$ cat src/rtl/serial_arith_pkg.sv
`default_nettype none
// ============================================================================
//  Module      : serial_arith_pkg
//  Description : Shared state encoding and default width for the bit-serial
//                arithmetic family (subtractor now, adder later).
//  Revision    : 1.0 - initial release
// ============================================================================
package serial_arith_pkg;

    localparam int c_default_width = 8;

    typedef enum logic [1:0] {
        S_IDLE  = 2'd0,
        S_SHIFT = 2'd1,
        S_DONE  = 2'd2
    } state_t;

endpackage
`default_nettype wire

$ cat src/rtl/serial_subtractor_if.sv
`default_nettype none
// ============================================================================
//  Module      : serial_subtractor_if
//  Description : Operand/result bundle with start/busy/done handshake.
//  Revision    : 1.0 - initial release
// ============================================================================
interface serial_subtractor_if
    import serial_arith_pkg::*;
#(
    parameter int WIDTH = c_default_width
);
    logic             start;
    logic [WIDTH-1:0] a;
    logic [WIDTH-1:0] b;
    logic             b_in;
    logic [WIDTH-1:0] d;
    logic             b_out;
    logic             busy;
    logic             done;

    modport master (
        output start, a, b, b_in,
        input  d, b_out, busy, done
    );

    modport slave (
        input  start, a, b, b_in,
        output d, b_out, busy, done
    );

endinterface
`default_nettype wire

$ cat src/rtl/full_subtractor.sv
`default_nettype none
// ============================================================================
//  Module      : full_subtractor
//  Description : 1-bit combinational subtract cell, x - y - r_in.
//  Revision    : 1.0 - initial release
// ============================================================================
module full_subtractor (
    input  wire logic x,
    input  wire logic y,
    input  wire logic r_in,
    output logic      diff,
    output logic      r_out
);

    logic w_xy;

    assign w_xy  = x ^ y;
    assign diff  = w_xy ^ r_in;
    assign r_out = (~x & y) | (~w_xy & r_in);

endmodule
`default_nettype wire

$ cat src/rtl/serial_subtractor.sv
`default_nettype none
// ============================================================================
//  Module      : serial_subtractor
//  Description : Bit-serial D = A - B - b_in, LSB first, one bit per clock.
//  Revision    : 1.0 - initial release
// ============================================================================
module serial_subtractor
    import serial_arith_pkg::*;
#(
    parameter int WIDTH = c_default_width,
    parameter int CNT_W = $clog2(WIDTH) + 1
)(
    input  wire logic          clk,
    input  wire logic          reset,
    serial_subtractor_if.slave bus
);

    state_t           r_state;
    state_t           w_next_state;
    logic [WIDTH-1:0] r_sa;
    logic [WIDTH-1:0] r_sb;
    logic [WIDTH-1:0] r_res;
    logic [WIDTH-1:0] r_d;
    logic [CNT_W-1:0] r_cnt;
    logic             r_borrow;
    logic             r_b_out;
    logic             w_diff;
    logic             w_borrow_next;
    logic             w_last;
    logic [WIDTH-1:0] w_res_next;

    full_subtractor u_cell (
        .x     (r_sa[0]),
        .y     (r_sb[0]),
        .r_in  (r_borrow),
        .diff  (w_diff),
        .r_out (w_borrow_next)
    );

    assign w_last     = (r_cnt == CNT_W'(WIDTH - 1));
    assign w_res_next = {w_diff, r_res[WIDTH-1:1]};

    always_comb begin
        w_next_state = r_state;
        case (r_state)
            S_IDLE:  if (bus.start) w_next_state = S_SHIFT;
            S_SHIFT: if (w_last)    w_next_state = S_DONE;
            S_DONE:                 w_next_state = S_IDLE;
            default:                w_next_state = S_IDLE;
        endcase
    end

    always_ff @(posedge clk) begin
        if (reset) begin
            r_state <= S_IDLE;
        end else begin
            r_state <= w_next_state;
        end
    end

    // Result registers load on the SHIFT->DONE edge so they are valid with done.
    always_ff @(posedge clk) begin
        if (reset) begin
            r_sa     <= '0;
            r_sb     <= '0;
            r_res    <= '0;
            r_cnt    <= '0;
            r_borrow <= 1'b0;
            r_d      <= '0;
            r_b_out  <= 1'b0;
        end else begin
            case (r_state)
                S_IDLE: begin
                    if (bus.start) begin
                        r_sa     <= bus.a;
                        r_sb     <= bus.b;
                        r_borrow <= bus.b_in;
                        r_cnt    <= '0;
                    end
                end
                S_SHIFT: begin
                    r_sa     <= r_sa >> 1;
                    r_sb     <= r_sb >> 1;
                    r_borrow <= w_borrow_next;
                    r_res    <= w_res_next;
                    r_cnt    <= r_cnt + CNT_W'(1);
                    if (w_last) begin
                        r_d     <= w_res_next;
                        r_b_out <= w_borrow_next;
                    end
                end
                default: begin
                end
            endcase
        end
    end

    assign bus.d     = r_d;
    assign bus.b_out = r_b_out;
    assign bus.busy  = (r_state != S_IDLE);
    assign bus.done  = (r_state == S_DONE);

endmodule
`default_nettype wire

$ cat src/flat_wrapper.sv
// flat-port wrapper written by rule: the top's interface ports become plain ports
module serial_subtractor_flat import serial_arith_pkg::*;
#(
    parameter int WIDTH = c_default_width,
    parameter int CNT_W = $clog2(WIDTH) + 1
)
  (clk, reset, bus_start, bus_a, bus_b, bus_b_in, bus_d, bus_b_out, bus_busy, bus_done);
  serial_subtractor_if #(.WIDTH(WIDTH)) bus_i ();
  input  wire logic clk;
  input  wire logic reset;
  input wire logic [$bits(bus_i.start)-1:0] bus_start;
  input wire logic [$bits(bus_i.a)-1:0] bus_a;
  input wire logic [$bits(bus_i.b)-1:0] bus_b;
  input wire logic [$bits(bus_i.b_in)-1:0] bus_b_in;
  output wire logic [$bits(bus_i.d)-1:0] bus_d;
  output wire logic [$bits(bus_i.b_out)-1:0] bus_b_out;
  output wire logic [$bits(bus_i.busy)-1:0] bus_busy;
  output wire logic [$bits(bus_i.done)-1:0] bus_done;
  assign bus_i.start = bus_start;
  assign bus_i.a = bus_a;
  assign bus_i.b = bus_b;
  assign bus_i.b_in = bus_b_in;
  assign bus_d = bus_i.d;
  assign bus_b_out = bus_i.b_out;
  assign bus_busy = bus_i.busy;
  assign bus_done = bus_i.done;
  serial_subtractor #(.WIDTH(WIDTH), .CNT_W(CNT_W)) u_core (.clk(clk), .reset(reset), .bus(bus_i));
endmodule
$ cat config.mk
export PLATFORM = sky130hd
export DESIGN_NAME = serial_subtractor_flat
export DESIGN_NICKNAME = d
export VERILOG_FILES = /design/src/rtl/serial_arith_pkg.sv /design/src/rtl/serial_subtractor_if.sv /design/src/rtl/full_subtractor.sv /design/src/rtl/serial_subtractor.sv /design/src/flat_wrapper.sv
export SDC_FILE = /design/constraint.sdc
export NUM_CORES = 1
export LEC_CHECK = 0
export ABC_CLOCK_PERIOD_IN_PS = 1100
export BUFFER_PORTS_ARGS = -buffer_cell sky130_fd_sc_hd__buf_2
export CORE_ASPECT_RATIO = 2
export CORE_MARGIN = 5
export CORE_UTILIZATION = 40
export CTS_BUF_LIST = sky130_fd_sc_hd__clkbuf_4 sky130_fd_sc_hd__clkbuf_8 sky130_fd_sc_hd__clkbuf_16
export CTS_CLUSTER_SIZE = 12
export DETAILED_ROUTE_END_ITERATION = 6
export PLACE_DENSITY = 0.72
export SLEW_MARGIN = 20
export SYNTH_ARGS = -nofsm -noshare
export SYNTH_HDL_FRONTEND = slang
export SYNTH_SLANG_ARGS = --single-unit
$ cat constraint.sdc
create_clock -name clk -period 1.1 [get_ports clk]
set_input_delay 0.165 -clock clk [delete_from_list [all_inputs] [get_ports clk]]
set_output_delay 0.165 -clock clk [all_outputs]
set_load 0.02 [all_outputs]
==> run metrics <==
RSZ-0062 raised after global routing=true; clk root buf=clkbuf_8; CTS tree=built; Hold Crit Class=in2reg; # rows=34; vias in the first global route=1856; count of pins over their slew limit=0; Synth Area in Simple Gates=between 20 and 30%; Fillers=334; die height=104 µm; Hold Vio Cnt, Final=0; main flop type after synthesis=dfxtp_1; CTS max path bufs=2; DIE WIDTH=around 57 µm; core area=4300 µm²; worst slew pin tran=0.280 ns; total grt overflow=0; Top delay family on crit path=buffers and inverters; initial antenna violation count=0; post-synthesis xor/xnor area fraction=0%; hold_buf cts=0; drt first pass iters=4; Cells after Synth=207; worst vdd ir=1.00 mV; later-pin clock latency in the skew report=0.30 ns; Final Util=67.6%; clk_skew=0.00924 ns; global-route usage over all layers=18.4%; Final nets=295; H-tree depth=2; Pleak=1.13 nW; Required @ worst endpoint=0.94 ns; R2R Setup Slk=-0.22 ns; Worst EP arrival=1.21 ns; worst path bufs/invs=3; Port-buffer cells=30; CP Capture Type=output port; routed len/inst=17.1 µm; synthesis-to-finish area growth=65.7%; CP peak stage delay=0.34 ns; Seq pwr share=49.2%; setup TNS=-4.85 ns; main combinational cell family by area after synthesis=simple AND/OR/NAND/NOR gates; fin crit share=125%; Setup WS post-layout=-0.273 ns; sequential area share after synthesis=44.6%; Final GP Congestion=0.779; violated checks=negative setup slack; Max Cap Violations=0; Post-Synth Adder-Cell Area=1.86%; Synth Area per Inst=8.46 µm²; clock power share=about 31%; Sw Pwr=about 0.86 mW; Final setup viols=41; Netlist cell types=37; clock-pin slew on the worst setup and hold paths=approximately 0.08 ns; placed cell area=2200 µm²; pwr/cell area=1060 nW/µm²; synthesized flop and latch total=39; Finished Cell Area=2900 µm²; syn nets=229; WS Path Type=reg2out; Critical Path Most Common Cell=buf_6; Async SR Flop Fraction=0%; Final Routed Wirelength=5600 µm; Syn Std Cell Area=1750 µm²; synth warn=0; sw frac=27.7%; total power draw=3.09 mW; Finished Layout Cells=328; total CTS buffers=5; mux contribution to synthesized area=0.571%; largest net degree at the start of global routing=18; Logic pwr share=20.0%; crit path max-delay cell type=dfxtp_2; number of synthesized flops with an enable pin=0; status=complete, but fails checks; CP Cell Sequence=buf_6, buf_6, or2_4, buf_6; Compound-Gate Fraction of Synth Area=18.6%; Slew headroom=81.3%; IO Count=31; via count=approximately 1800; DRT iter0 DRCs=43; DR DRC count=0; min cycle time layout=1.37 ns; # clock sinks=39; startpoint class of the critical path=register; Initial Utilization=40.8%; Crit Path Max Fanout=3; vias per std cell=approximately 5.5; # diodes=0; die area=5880 µm²; first-pass GRT wire length=8600 µm; internal power=about 2.2 mW; DP HPWL=about 3100 µm; placed insts=306; layout cells sized above 1=60.9%; Max Clk Rate=about 730 MHz; Post-DRT Antenna Nets=0
-- stage by stage --
step	hold slack, ns	worst slack (ns)
after floorplan	0.303	-0.0406
after global placement	0.404	-0.123
after detailed placement	0.402	-0.122
after CTS	0.0952	-0.261
after global routing	0.0976	-0.307
final	0.101	-0.273
-- metal layers --
layer	track usage [%]	vias to the layer above	share of wire [%]
met5	0	-	0
li1	-	862	-
met2	35.8	59	59
met3	3.49	19	4.1
met1	18.0	873	33
met4	7.63	0	3.4
-- area by class of cell --
class                           instances  area (µm²)  area share [%]
Multi-Input combinational cell        148        1310            45.1
Clock inverter                          3        15.0           0.517
Sequential cell                        39         791            27.2
Clock buffer                            5        68.8            2.37
Tap cell                               54        67.6            2.33
Timing Repair Buffer                   77         643            22.2
Inverter                                2        7.51           0.259
-- power groups by stage --
stage / clock (mW) / sequential [mW] / combinational [mW]
3_3_place_gp: 0 / 1.55 / 0.413
3_5_place_dp: 0 / 1.55 / 0.421
5_1_grt: 1.04 / 1.53 / 0.663
6_report: 0.951 / 1.52 / 0.617
4_1_cts: 0.961 / 1.52 / 0.531
2_1_floorplan: 0 / 1.54 / 0.272
-- synth_stat cells (2+ instances only) --
library cell	number	area share, %
nand3_1	9	2.6
or3b_2	3	1.5
o31ai_1	8	3.4
or2_2	2	0.71
dfxtp_1	39	45
buf_2	8	2.3
a21oi_1	32	9.1
nand2b_1	13	4.6
nor3_1	13	3.7
nor2b_1	4	1.4
nor2_1	14	3.0
a221o_1	3	1.7
nand2_1	18	3.9
clkbuf_2	2	0.57
inv_1	2	0.43
clkbuf_1	6	1.3
or3b_1	8	4.0
nor3b_1	3	1.3
o22ai_1	2	0.71
-- flip-flops by register name, indices dropped and copies added, names as in the netlist --
register          flops
u_core.bus.d          8
u_core.r_borrow       1
u_core.bus.b_out      1
u_core.r_sb           8
u_core.r_sa           8
u_core.r_state        2
u_core.r_res          7
u_core.r_cnt          4
-- logic make-up (layout without fill, tap and decap cells) --
family,after synthesis,after routing
compound gates,53,53
fa+ha+maj,2,2
simple gates,92,92
mux,1,1
flops,39,39
buf+inv,20,87
-- cell usage in the layout (no fill, tap or decap), types with 2 or more instances in the layout --
cell	n
a21oi_1	6
nand2_4	3
nor2b_1	2
dfxtp_2	5
o31ai_4	8
o22ai_1	2
nor2b_4	3
buf_6	14
inv_2	2
nand2b_1	12
nand2_1	10
buf_12	5
buf_2	28
nor3b_1	2
nand3_2	7
clkinv_2	3
nor3_1	11
nand2_2	5
a21oi_2	26
a221o_1	3
clkbuf_8	5
nand3_4	2
nor2_1	14
dfxtp_1	33
or3b_1	8
nor3_2	2
or3b_4	3
buf_4	29
-- timing repair --
item,4_1_cts,5_1_grt
cloned,2,0
resized for setup,63,46
pin swaps,25,33
setup endpoints to repair,37,41
endpoints found under the hold margin,0,0
buffers inserted,10,7
-- worst paths after layout --
path | start | end | cells after the start
min reg2reg | u_core.bus.d[0]$_SDFFE_PP0P_ | u_core.bus.d[0]$_SDFFE_PP0P_ | 2
max reg2reg | u_core.r_state[1]$_SDFFE_PP0P_ | u_core.r_sb[0]$_SDFFE_PP0P_ | 5
min | bus_b[0] | u_core.r_sb[0]$_SDFFE_PP0P_ | 2
max | u_core.r_state[1]$_SDFFE_PP0P_ | bus_busy | 4
No activity file was read; power rests on OpenSTA's default activity.
